`config.mk`:
```
export PLATFORM = sky130hd
export DESIGN_NAME = gate_door_ctrl
export DESIGN_NICKNAME = d
export VERILOG_FILES = /design/src/rtl/gate_door_pkg.sv /design/src/rtl/edge_detect_rise.sv /design/src/rtl/gate_door_ctrl.sv
export SDC_FILE = /design/constraint.sdc
export NUM_CORES = 1
export LEC_CHECK = 0
export BUFFER_PORTS_ARGS = -buffer_cell sky130_fd_sc_hd__buf_2
export CORE_ASPECT_RATIO = 2
export CORE_MARGIN = 2
export CORE_UTILIZATION = 45
export CTS_CLUSTER_DIAMETER = 50
export DETAILED_ROUTE_END_ITERATION = 12
export GPL_ROUTABILITY_DRIVEN = 0
export PLACE_DENSITY_LB_ADDON = 0.1
export SLEW_MARGIN = 10
export SYNTH_ARGS = -nofsm -noshare
export SYNTH_HDL_FRONTEND = slang
export SYNTH_SLANG_ARGS = --single-unit
```
`constraint.sdc`:
```
create_clock -name clk -period 1.8 [get_ports clk]
set_input_delay 0.18 -clock clk [delete_from_list [all_inputs] [get_ports clk]]
set_output_delay 0.18 -clock clk [all_outputs]
set_load 0.02 [all_outputs]
```
`src/rtl/gate_door_pkg.sv`:
```
// Shared encodings for the paddle-door controller and the upstream gate FSM.
package gate_door_pkg;

  localparam int unsigned DOOR_STATE_W = 3;

  typedef enum logic [DOOR_STATE_W-1:0] {
    CLOSED  = 3'd0,
    OPENING = 3'd1,
    HELD    = 3'd2,
    CLOSING = 3'd3,
    FAULT   = 3'd4
  } door_state_t;

  // Display codes the gate FSM shows for each door state.
  localparam logic [DOOR_STATE_W-1:0] DISP_CLOSED  = 3'd0;
  localparam logic [DOOR_STATE_W-1:0] DISP_OPENING = 3'd1;
  localparam logic [DOOR_STATE_W-1:0] DISP_HELD    = 3'd2;
  localparam logic [DOOR_STATE_W-1:0] DISP_CLOSING = 3'd3;
  localparam logic [DOOR_STATE_W-1:0] DISP_FAULT   = 3'd4;

  function automatic int unsigned max3(input int unsigned a, input int unsigned b,
                                       input int unsigned c);
    int unsigned m;
    m = (a > b) ? a : b;
    return (m > c) ? m : c;
  endfunction

endpackage

```
`src/rtl/edge_detect_rise.sv`:
```
// One-bit rising-edge detector against a registered previous sample.
module edge_detect_rise (
  input  logic clk,
  input  logic reset,
  input  logic d_i,
  output logic rise_o
);

  logic prev_q;

  always_ff @(posedge clk) begin
    if (reset) prev_q <= 1'b0;
    else       prev_q <= d_i;
  end

  assign rise_o = d_i & ~prev_q;

endmodule

```
`src/rtl/gate_door_ctrl.sv`:
```
// Paddle-door motor sequencer: open travel, hold, passage, close travel,
// obstruction re-open and latched fault, plus passenger counting.
module gate_door_ctrl
  import gate_door_pkg::*;
#(
  parameter int unsigned OPEN_TRAVEL  = 3,
  parameter int unsigned CLOSE_TRAVEL = 3,
  parameter int unsigned HOLD_CYCLES  = 20,
  parameter int unsigned MAX_REOPEN   = 2,
  parameter int unsigned CNT_W        = 16
) (
  input  logic             clk,
  input  logic             reset,
  input  logic             open,
  input  logic             maintenance,
  input  logic             passage_sensor,
  input  logic             obstruction,
  output logic             motor_open,
  output logic             motor_close,
  output logic             door_busy,
  output door_state_t      door_state,
  output logic             tailgate,
  output logic             fault,
  output logic [CNT_W-1:0] pass_count
);

  localparam int unsigned TMR_W = $clog2(max3(OPEN_TRAVEL, CLOSE_TRAVEL, HOLD_CYCLES) + 1);
  localparam int unsigned RO_W  = $clog2(MAX_REOPEN + 2);

  door_state_t      state_q;
  logic [TMR_W-1:0] timer_q;
  logic [RO_W-1:0]  reopen_q;
  logic             passed_q;
  logic             tailgate_q;
  logic [CNT_W-1:0] count_q;
  logic             pass_rise;
  logic             expired;

  edge_detect_rise u_pass_edge (
    .clk    (clk),
    .reset  (reset),
    .d_i    (passage_sensor),
    .rise_o (pass_rise)
  );

  assign expired = (timer_q == TMR_W'(1));

  always_ff @(posedge clk) begin
    if (reset) begin
      state_q    <= CLOSED;
      timer_q    <= '0;
      reopen_q   <= '0;
      passed_q   <= 1'b0;
      tailgate_q <= 1'b0;
      count_q    <= '0;
    end else begin
      tailgate_q <= 1'b0;
      // Timer holds at 1 so a passenger still in the aisle keeps the door open.
      if (timer_q > TMR_W'(1)) timer_q <= timer_q - TMR_W'(1);
      case (state_q)
        CLOSED: begin
          if (open && !maintenance) begin
            state_q  <= OPENING;
            timer_q  <= TMR_W'(OPEN_TRAVEL);
            reopen_q <= '0;
            passed_q <= 1'b0;
          end
        end
        OPENING: begin
          if (expired) begin
            state_q <= HELD;
            timer_q <= TMR_W'(HOLD_CYCLES);
          end
        end
        HELD: begin
          if (pass_rise) begin
            count_q  <= count_q + CNT_W'(1);
            passed_q <= 1'b1;
            if (passed_q) tailgate_q <= 1'b1;
          end
          if ((passed_q && !passage_sensor) || (!passed_q && !pass_rise && expired)) begin
            state_q <= CLOSING;
            timer_q <= TMR_W'(CLOSE_TRAVEL);
          end
        end
        CLOSING: begin
          if (obstruction) begin
            if (reopen_q < RO_W'(MAX_REOPEN)) begin
              state_q  <= OPENING;
              timer_q  <= TMR_W'(OPEN_TRAVEL);
              reopen_q <= reopen_q + RO_W'(1);
            end else begin
              state_q <= FAULT;
              timer_q <= '0;
            end
          end else if (expired) begin
            state_q <= CLOSED;
            timer_q <= '0;
          end
        end
        FAULT: begin
          if (maintenance) begin
            state_q  <= CLOSING;
            timer_q  <= TMR_W'(CLOSE_TRAVEL);
            reopen_q <= '0;
          end
        end
        default: state_q <= CLOSED;
      endcase
    end
  end

  assign motor_open  = (state_q == OPENING);
  assign motor_close = (state_q == CLOSING);
  assign door_busy   = (state_q != CLOSED);
  assign fault       = (state_q == FAULT);
  assign door_state  = state_q;
  assign tailgate    = tailgate_q;
  assign pass_count  = count_q;

endmodule

```
Yosys cells after proc, flatten, opt, wreduce, memory -nomap -nowiden --
Index checks and enable logic that the tools add are counted.
Storage, ports and cells: register bits 29, output and inout port bits 24, logic and storage cells 73
Cells by class: add/subtract/negate cells 3, magnitude comparators 2, equality and inequality tests 13, muxes and demuxes 26, bitwise operators 4, reductions and logical operators 18
Operators with widths (count):
- $mux W5 | 7
- $pmux W5 S5 | 1
- $mux W3 | 7
- $add A16 B1 Y16 const B | 1
- $pmux W3 S5 | 1
- $mux W2 | 5
- $ne A2 B2 Y1 const B | 5
- $reduce_and A5 Y1 | 2
- $eq A3 B2 Y1 const B | 2
- $pmux W2 S3 | 1
- $reduce_bool A3 Y1 | 2
- $eq A5 B1 Y1 const B | 1
- $gt A5 B1 Y1 const B | 1
- $sub A5 B1 Y5 const B | 1
- $logic_and A1 B1 Y1 | 4
- $logic_not A1 Y1 | 4
- $ne A2 B1 Y1 const B | 2
- $eq A3 B1 Y1 const B | 1
- $eq A3 B3 Y1 const B | 1
- $logic_not A3 Y1 | 1
- $mux W1 | 3
- $ne A3 B2 Y1 const B | 1
- $not A1 Y1 | 3
- $reduce_and A3 Y1 | 1
- other kinds (8) | 8

Longest topological paths before layout --
Gate-level depths: netlist of run 1.
depth in word-level cells 8, depth in mapped cells 7, gate-level depth less buffers 7

By module --
Synthesis of run 1 repeated with hierarchy kept, for this count alone.
Second synthesis, totals: cells, all modules 201, area, all modules 1674.1 sq um
By module, submodules not included:
- gate_door_ctrl | times used 1, cells each 198, area each 1626.6 sq um
- edge_detect_rise | times used 1, cells each 3, area each 47.5 sq um

Least setup slack after synthesis of run 1 --
No wires, ideal clock.
kind reg-to-reg, start point register timer_q[1], end point register timer_q[2], setup time 0.134 ns, arrival time 1.675 ns, data required time 1.666 ns, slack -0.009 ns, cell stages (with the launch flop) 8, period minus slack after synthesis 1.809 ns, cells stage by stage dfxtp_1 inv_1 ha_1 or4b_4 nor3_4 o21ai_1 a221oi_1 a311oi_1
Between the ends: longest elaborated chain between the ends 5, elaborated cells between the ends (all ways) 13, those cells by class 1 x add/sub; 1 x order compare; 1 x eq/ne; 8 x mux; 2 x reduce/logical
RTL lines:
- start, declared | line gate_door_ctrl.sv:31 | logic [TMR_W-1:0] timer_q;
- start signal, assigned | line gate_door_ctrl.sv:59 | if (timer_q > TMR_W'(1)) timer_q <= timer_q - TMR_W'(1);
- start signal, assigned | line gate_door_ctrl.sv:64 | timer_q <= TMR_W'(OPEN_TRAVEL);
- start signal, assigned | line gate_door_ctrl.sv:72 | timer_q <= TMR_W'(HOLD_CYCLES);
- $sub A5 B1 Y5 (tied with other cells) | line gate_door_ctrl.sv:59
- $mux W5 or $logic_and A1 B1 Y1 (tied branches) | line gate_door_ctrl.sv:59, gate_door_ctrl.sv:81
- $mux W5 or $logic_or A1 B1 Y1 (tied branches) | line gate_door_ctrl.sv:96, gate_door_ctrl.sv:81
- $mux W5 (on tied branches) | line gate_door_ctrl.sv:87, gate_door_ctrl.sv:81
- $pmux W5 S5 (*) | line gate_door_ctrl.sv:60 | case (state_q)
Every way passes the cells marked *; elsewhere a longest branch is shown, timed or not. A chain may end at the register's enable or synchronous reset.

Worst setup path after layout of run 1 --
start point register timer_q[1], end point register state_q[2], in the netlist door_state[2]
Between the ends: longest elaborated chain between the ends 5, elaborated cells between the ends (all ways) 7, those cells by class 4 x eq/ne; 3 x reduce/logical
RTL lines:
- $eq A5 B1 Y1 (*) | line gate_door_ctrl.sv:46 | assign expired = (timer_q == TMR_W'(1));
- $logic_and A1 B1 Y1 | line gate_door_ctrl.sv:81 | if ((passed_q && !passage_sensor) || (!passed_q && !pass_rise && expired)) begin
- $logic_or A1 B1 Y1 | line gate_door_ctrl.sv:81
- $ne A2 B2 Y1 (no source line)
- $reduce_and A5 Y1 (no source line) (*)
- end signal, assigned | line gate_door_ctrl.sv:82 | state_q <= CLOSING;
- end signal, assigned | line gate_door_ctrl.sv:89 | state_q <= OPENING;
- end signal, assigned | line gate_door_ctrl.sv:93 | state_q <= FAULT;
- end, declared | line gate_door_ctrl.sv:30 | door_state_t state_q;
Marks and branches as above.

==> results of run 1 <==
report_power, final:
part / total (mW) / switching [mW] / internal, mW
clock: 0.537 / 0.234 / 0.303
sequential: 0.778 / 0.0714 / 0.707
combinational: 1.03 / 0.539 / 0.493
total: 2.35 / 0.845 / 1.50
path summary, 6_finish.rpt:
path | start | endpoint | slack [ns] | cells after the start
hold / removal | passage_sensor | u_pass_edge.prev_q$_SDFF_PP0_ | 0.18 | 2
setup reg to reg | timer_q[1]$_SDFF_PP0_ | door_state[2]$_SDFFE_PP0P_ | -0.03 | 8
setup / recovery | timer_q[1]$_SDFF_PP0_ | door_state[2]$_SDFFE_PP0P_ | -0.03 | 8
hold reg to reg | reopen_q[0]$_SDFFE_PP0P_ | reopen_q[1]$_SDFFE_PP0P_ | 0.50 | 2
layout make-up:
type | count | area share
multi-input combinational | 155 | 0.498
clock buffer | 7 | 0.0416
sequential | 29 | 0.282
inverter | 5 | 0.00905
tap | 49 | 0.0296
timing repair buffer | 46 | 0.139
cell families after synthesis:
group,count (synthesis),share of synthesized area
XOR/XNOR,16,0.0856
multiplexers,2,0.0122
adder cells (fa/ha/maj),3,0.0229
buffers and inverters,13,0.0313
AO/OA/AOI/OAI,41,0.182
AND/OR/NAND/NOR,93,0.312
flip-flops,29,0.354
metrics by stage:
step / setup slack [ns] / instance area, µm² / total power, mW / cells / utilization
after floorplan: 0.0215 / 1660 / 1.48 / 197 / -
after detailed placement: -0.0443 / 1950 / 1.75 / 281 / 0.547
after CTS: -0.0320 / 2050 / 2.31 / 289 / 0.574
after global routing: -0.110 / 2070 / 2.51 / 291 / 0.581
final: -0.0304 / 2070 / 2.35 / 291 / 0.581
after global placement: 0.0257 / 1950 / 1.73 / 281 / 0.547
flip-flops by register name, indices dropped and copies added, names as in the netlist, named ones only:
| signal | cells |
|---|---|
| pass_count | 16 |
| timer_q | 4 |
| door_state | 3 |
| reopen_q | 2 |
| passed_q | 1 |
| tailgate | 1 |
| u_pass_edge.prev_q | 1 |
per-layer routing:
layer,track usage,share of wire
met1,0.207,0.35
met2,0.388,0.56
met3,0.0444,0.031
met4,0.162,0.059
met5,0,0
timing repair:
| item | CTS | global route |
|---|---|---|
| pin swaps | 4 | 7 |
| setup endpoints to repair | 4 | 9 |
| resized for setup | 1 | 3 |
| setup buffers | 1 | 2 |
layout by cell type (no fill, tap or decap), types with 2 or more instances in the layout:
| cell | netlist | final |
|---|---|---|
| nor3_1 | 10 | 9 |
| buf_2 | 2 | 29 |
| nor2_1 | 24 | 24 |
| nor3_2 | 1 | 2 |
| o21a_1 | 3 | 3 |
| nand2_1 | 17 | 17 |
| dfxtp_2 | 0 | 3 |
| buf_4 | 0 | 15 |
| o21ai_2 | 1 | 2 |
| a21oi_1 | 9 | 9 |
| nand2b_1 | 6 | 6 |
| inv_1 | 5 | 4 |
| dfxtp_1 | 29 | 26 |
| a221oi_2 | 1 | 2 |
| ha_1 | 3 | 2 |
| mux2i_1 | 2 | 2 |
| xor2_1 | 7 | 7 |
| and3_1 | 2 | 2 |
| xnor2_1 | 9 | 9 |
| o21ai_0 | 9 | 9 |
| and2_1 | 3 | 3 |
| or3_1 | 3 | 3 |
| clkbuf_8 | 0 | 6 |
| nand4_1 | 3 | 3 |
| nor2b_1 | 5 | 5 |
| nand3_1 | 8 | 8 |
worst reg2reg max path, cell delays in order, from the launching register on:
cell and delay, ns:
dfxtp_2 0.32, inv_2 0.06, ha_4 0.12, or4b_4 0.49, nor3_4 0.25, buf_4 0.15, o21ai_2 0.08, a32oi_1 0.19
nor2_1 0.05
==> results.yml, run 1 <==
run_status:
  outcome: "finished, violations left"
  violations: "negative setup slack"
critical_path:
  cpMaxStageDelayCell: "or4b_4"
  cp-start-kind: "flip-flop"
  critPathRequiredTime_ns: 1.95
  worstPathArrival_ns: 1.98
  cpPeakStageDelay_ns: 0.49
  end_kind: "flip-flop"
  crit_fanout: 4
  path_class: "flip-flop to flip-flop"
  crit_family: "simple AND/OR/NAND/NOR gates"
  cp.buffers_inverters: 2
  cp_cell_sequence: "inv_2 > ha_4 > or4b_4 > nor3_4 > buf_4 > o21ai_2 > a32oi_1 > nor2_1"
finish:
  nets: 251
  antenna_cells: 0
  fillers: 354
  area_growth_pct: 26.6
  drive_gt1_frac: 0.298
  regArea_um2: 584
  multi_input_area_um2: 1030
cts:
  cts.clk_slew.worst_paths_ns: 0.06
  clock-root-buffer: "clkbuf_8"
  cts_sinks: 29
  cts_buffer_depth: 2
  ctsHoldBuffers: 0
  htreeDepth: 2
  clk_latency_ns: 0.28
  cts_tree: "built"
  cts_made_buffers: 5
die:
  die_w_um: 46.7
  dieArea_um2: 4170
  initial_core_util: 0.459
  pin_count: 30
  die_h_um: 89.3
  core_um2: 3570
  num_rows: 31
synth:
  synth_flop_cell: "dfxtp_1"
  postSynthAreaPerCell_um2: 8.31
  syn-cell-area_um2: 1640
  yosysSeqAreaShare: 0.354
  synth_nets: 206
  synth_commonest_cells: "29 x dfxtp_1, 24 x nor2_1, 17 x nand2_1, 10 x nor3_1"
  yosysTopAreaCellShare: 0.354
  yosysWarnings: 0
  ys_types: 54
  yosys.cell_count.top_type: "dfxtp_1"
  synth.area.top_cells: "dfxtp_1 35%, nor2_1 5.5%, xnor2_1 4.8%"
  ys_seq_elements: 29
  synth_cells: 197
  async_flop_share: 0
  synth_top_area_cell: "dfxtp_1"
  synth_edf_count: 0
timing:
  rsz0062_at_grt: "true"
  worstMarginPinSlew_ns: 0.553
  relSlewSlack: 0.631
  min_period_over_period: 1.02
  maxSlewViolCount: 0
  min_period_ns: 1.83
  fin_skew_ns: 0.00307
  fin_ws_ns: -0.0304
  max_freq_mhz: 546
  tns_ns: -0.0304
  hold_ws_ns: 0.183
  setup_viol: 1
  hold_viol: 0
grt:
  grt_pass1_wl_um: 6620
  antenna_found_initial: 0
  grt_usage: 0.219
  overflow: 0
  grt_max_degree: 32
  grt_pass1_vias: 1527
route:
  via_per_inst: 5.45
  drc_errors: 0
  wl_um: 3940
  wl_per_cell_um: 13.5
  ant_nets: 0
  num_vias: 1585
  first_pass_iters: 4
  drt_iter0_markers: 33
pwr:
  ir_worst_vdd_mv: 0.689
  p_leak_nw: 0.875
  power-per-cell-area_nw_per_um2: 1130
hold_path:
  holdCritPathClass: "input pin to flip-flop"
placement:
  dp.final_hpwl_um: 3040
  portBuffers: 29
run:
  drv_cap: 0
(Power assumes the default switching activity.)
==> run 2, diff against run 1 <==
--- a/config.mk
+++ b/config.mk
@@ -9,6 +9,7 @@
 export CORE_ASPECT_RATIO = 2
 export CORE_MARGIN = 2
 export CORE_UTILIZATION = 45
+export CTS_BUF_LIST = sky130_fd_sc_hd__clkbuf_16
 export CTS_CLUSTER_DIAMETER = 50
 export DETAILED_ROUTE_END_ITERATION = 12
 export GPL_ROUTABILITY_DRIVEN = 0
==> run 2 against run 1 <==
The flow still finishes with violations (negative setup slack). Sequential power hardly changed. Design area is 2.1% higher. Count of clock-buffer cells in the layout decreased by 2. Setup slack better by 0.0077 ns. Worst hold slack better by 0.0020 ns.
==> results.yml, run 2 (synthesis gave the netlist of run 1 again) <==
cts:
  cts.clk_slew.worst_paths_ns: 0.05
  htreeDepth: 2
  clock-root-buffer: "clkbuf_16"
  cts_buffer_depth: 2
  clk_latency_ns: 0.27
  cts_made_buffers: 5
  cts_tree: "built"
  cts_sinks: 29
run_status:
  outcome: "finished, violations left"
  violations: "negative setup slack"
grt:
  grt_max_degree: 32
  grt_pass1_wl_um: 6720
  overflow: 0
  antenna_found_initial: 0
  grt_usage: 0.222
  grt_pass1_vias: 1559
timing:
  hold_viol: 0
  setup_viol: 2
  fin_skew_ns: 0.00210
  rsz0062_at_grt: "true"
  worstMarginPinSlew_ns: 0.556
  min_period_over_period: 1.01
  min_period_ns: 1.82
  tns_ns: -0.0303
  max_freq_mhz: 549
  maxSlewViolCount: 0
  fin_ws_ns: -0.0227
  relSlewSlack: 0.629
finish:
  mostFrequentLayoutCell: "buf_2"
  final_area_um2: 2120
  nets: 251
  antenna_cells: 0
  area_growth_pct: 29.2
  drive_gt1_frac: 0.293
  layout_common_cells: "29 x buf_2, 26 x dfxtp_1, 24 x nor2_1"
  largest_reg_flops: 16
critical_path:
  worstPathArrival_ns: 1.96
  cp-start-kind: "flip-flop"
  end_kind: "flip-flop"
  crit_fanout: 4
  rr_worst_depth: 8
  ff2ff_setup_slack_ns: -0.02
  critPathRequiredTime_ns: 1.94
  path_class: "flip-flop to flip-flop"
route:
  num_vias: 1607
  first_pass_iters: 4
  via_per_inst: 5.52
  ant_nets: 0
  wl_um: 4020
  wl_met3_um: 129
  wl_per_cell_um: 13.8
  top_layer: "met4"
  drt_iter0_markers: 33
  wl_met2_um: 2270
  drc_errors: 0
  met1Wirelength_um: 1410
hold_path:
  holdCritPathClass: "input pin to flip-flop"
  hold_depth: 2
placement:
  dpl_cell_area_um2: 1950
  dpl_worst_slack_ns: -0.0443
  dp.final_hpwl_um: 3040
  portBuffers: 29
pwr:
  ir_worst_vdd_mv: 0.816
  p_leak_nw: 0.898
  total_power_mw: 2.57
  power-per-cell-area_nw_per_um2: 1210
die:
  pin_count: 30
  num_rows: 31
  die_h_um: 89.3
  die_w_um: 46.7
  core_um2: 3570
  dieArea_um2: 4170
  initial_core_util: 0.459
run:
  drv_cap: 0
[run 2: changes by cell type in the layout (fill, tap and decap cells not counted), sizes merged]
cell,previous run,this run
clkbuf,7,5
clkinv,0,1
inv,5,6
[run 2: report_power, final]
group	switching (mW)	internal (mW)
registers	0.0726	0.708
clock network	0.262	0.492
logic	0.547	0.487
total	0.882	1.69
[run 2: worst paths after layout]
path | startpoint | end
setup / recovery | timer_q[1]$_SDFF_PP0_ | door_state[2]$_SDFFE_PP0P_
hold / removal | passage_sensor | u_pass_edge.prev_q$_SDFF_PP0_
setup reg to reg | timer_q[1]$_SDFF_PP0_ | door_state[2]$_SDFFE_PP0P_
hold reg to reg | reopen_q[0]$_SDFFE_PP0P_ | reopen_q[1]$_SDFFE_PP0P_
[run 2: final cells by class]
type                            instances  area, µm²
Clock inverter                          2       7.51
Tap cell                               49       61.3
Multi-Input combinational cell        155       1030
Clock buffer                            5        125
Sequential cell                        29        584
Timing Repair Buffer                   46        285
Fill cell                             343       1450
Inverter                                5       18.8
[run 2: critical path, stage by stage, from the launching register on]
cell and delay, ns:
dfxtp_2 0.32, inv_2 0.06, ha_4 0.12, or4b_4 0.48, nor3_4 0.25, buf_4 0.15, o21ai_2 0.09, a32oi_1 0.18
nor2_1 0.05
[run 2: through the flow]
step	utilization	hold WS [ns]	std cells
floorplan	-	0.308	197
CTS	0.589	0.183	290
global placement	0.547	0.442	281
finish	0.593	0.185	291
detailed placement	0.547	0.464	281
global route	0.593	0.198	291
[run 2: timing repair]
item,4_1_cts,5_1_grt
hold buffers,0,0
endpoints found under the setup margin,4,9
buffers inserted,2,1
resized for setup,1,2
pin swaps,5,5
[run 2: metal layers]
layer  vias to the layer above  GRT usage
li1                        782          -
met1                       763      0.203
met2                        44      0.402
met3                        18     0.0444
met4                         0      0.162
met5                         -          0
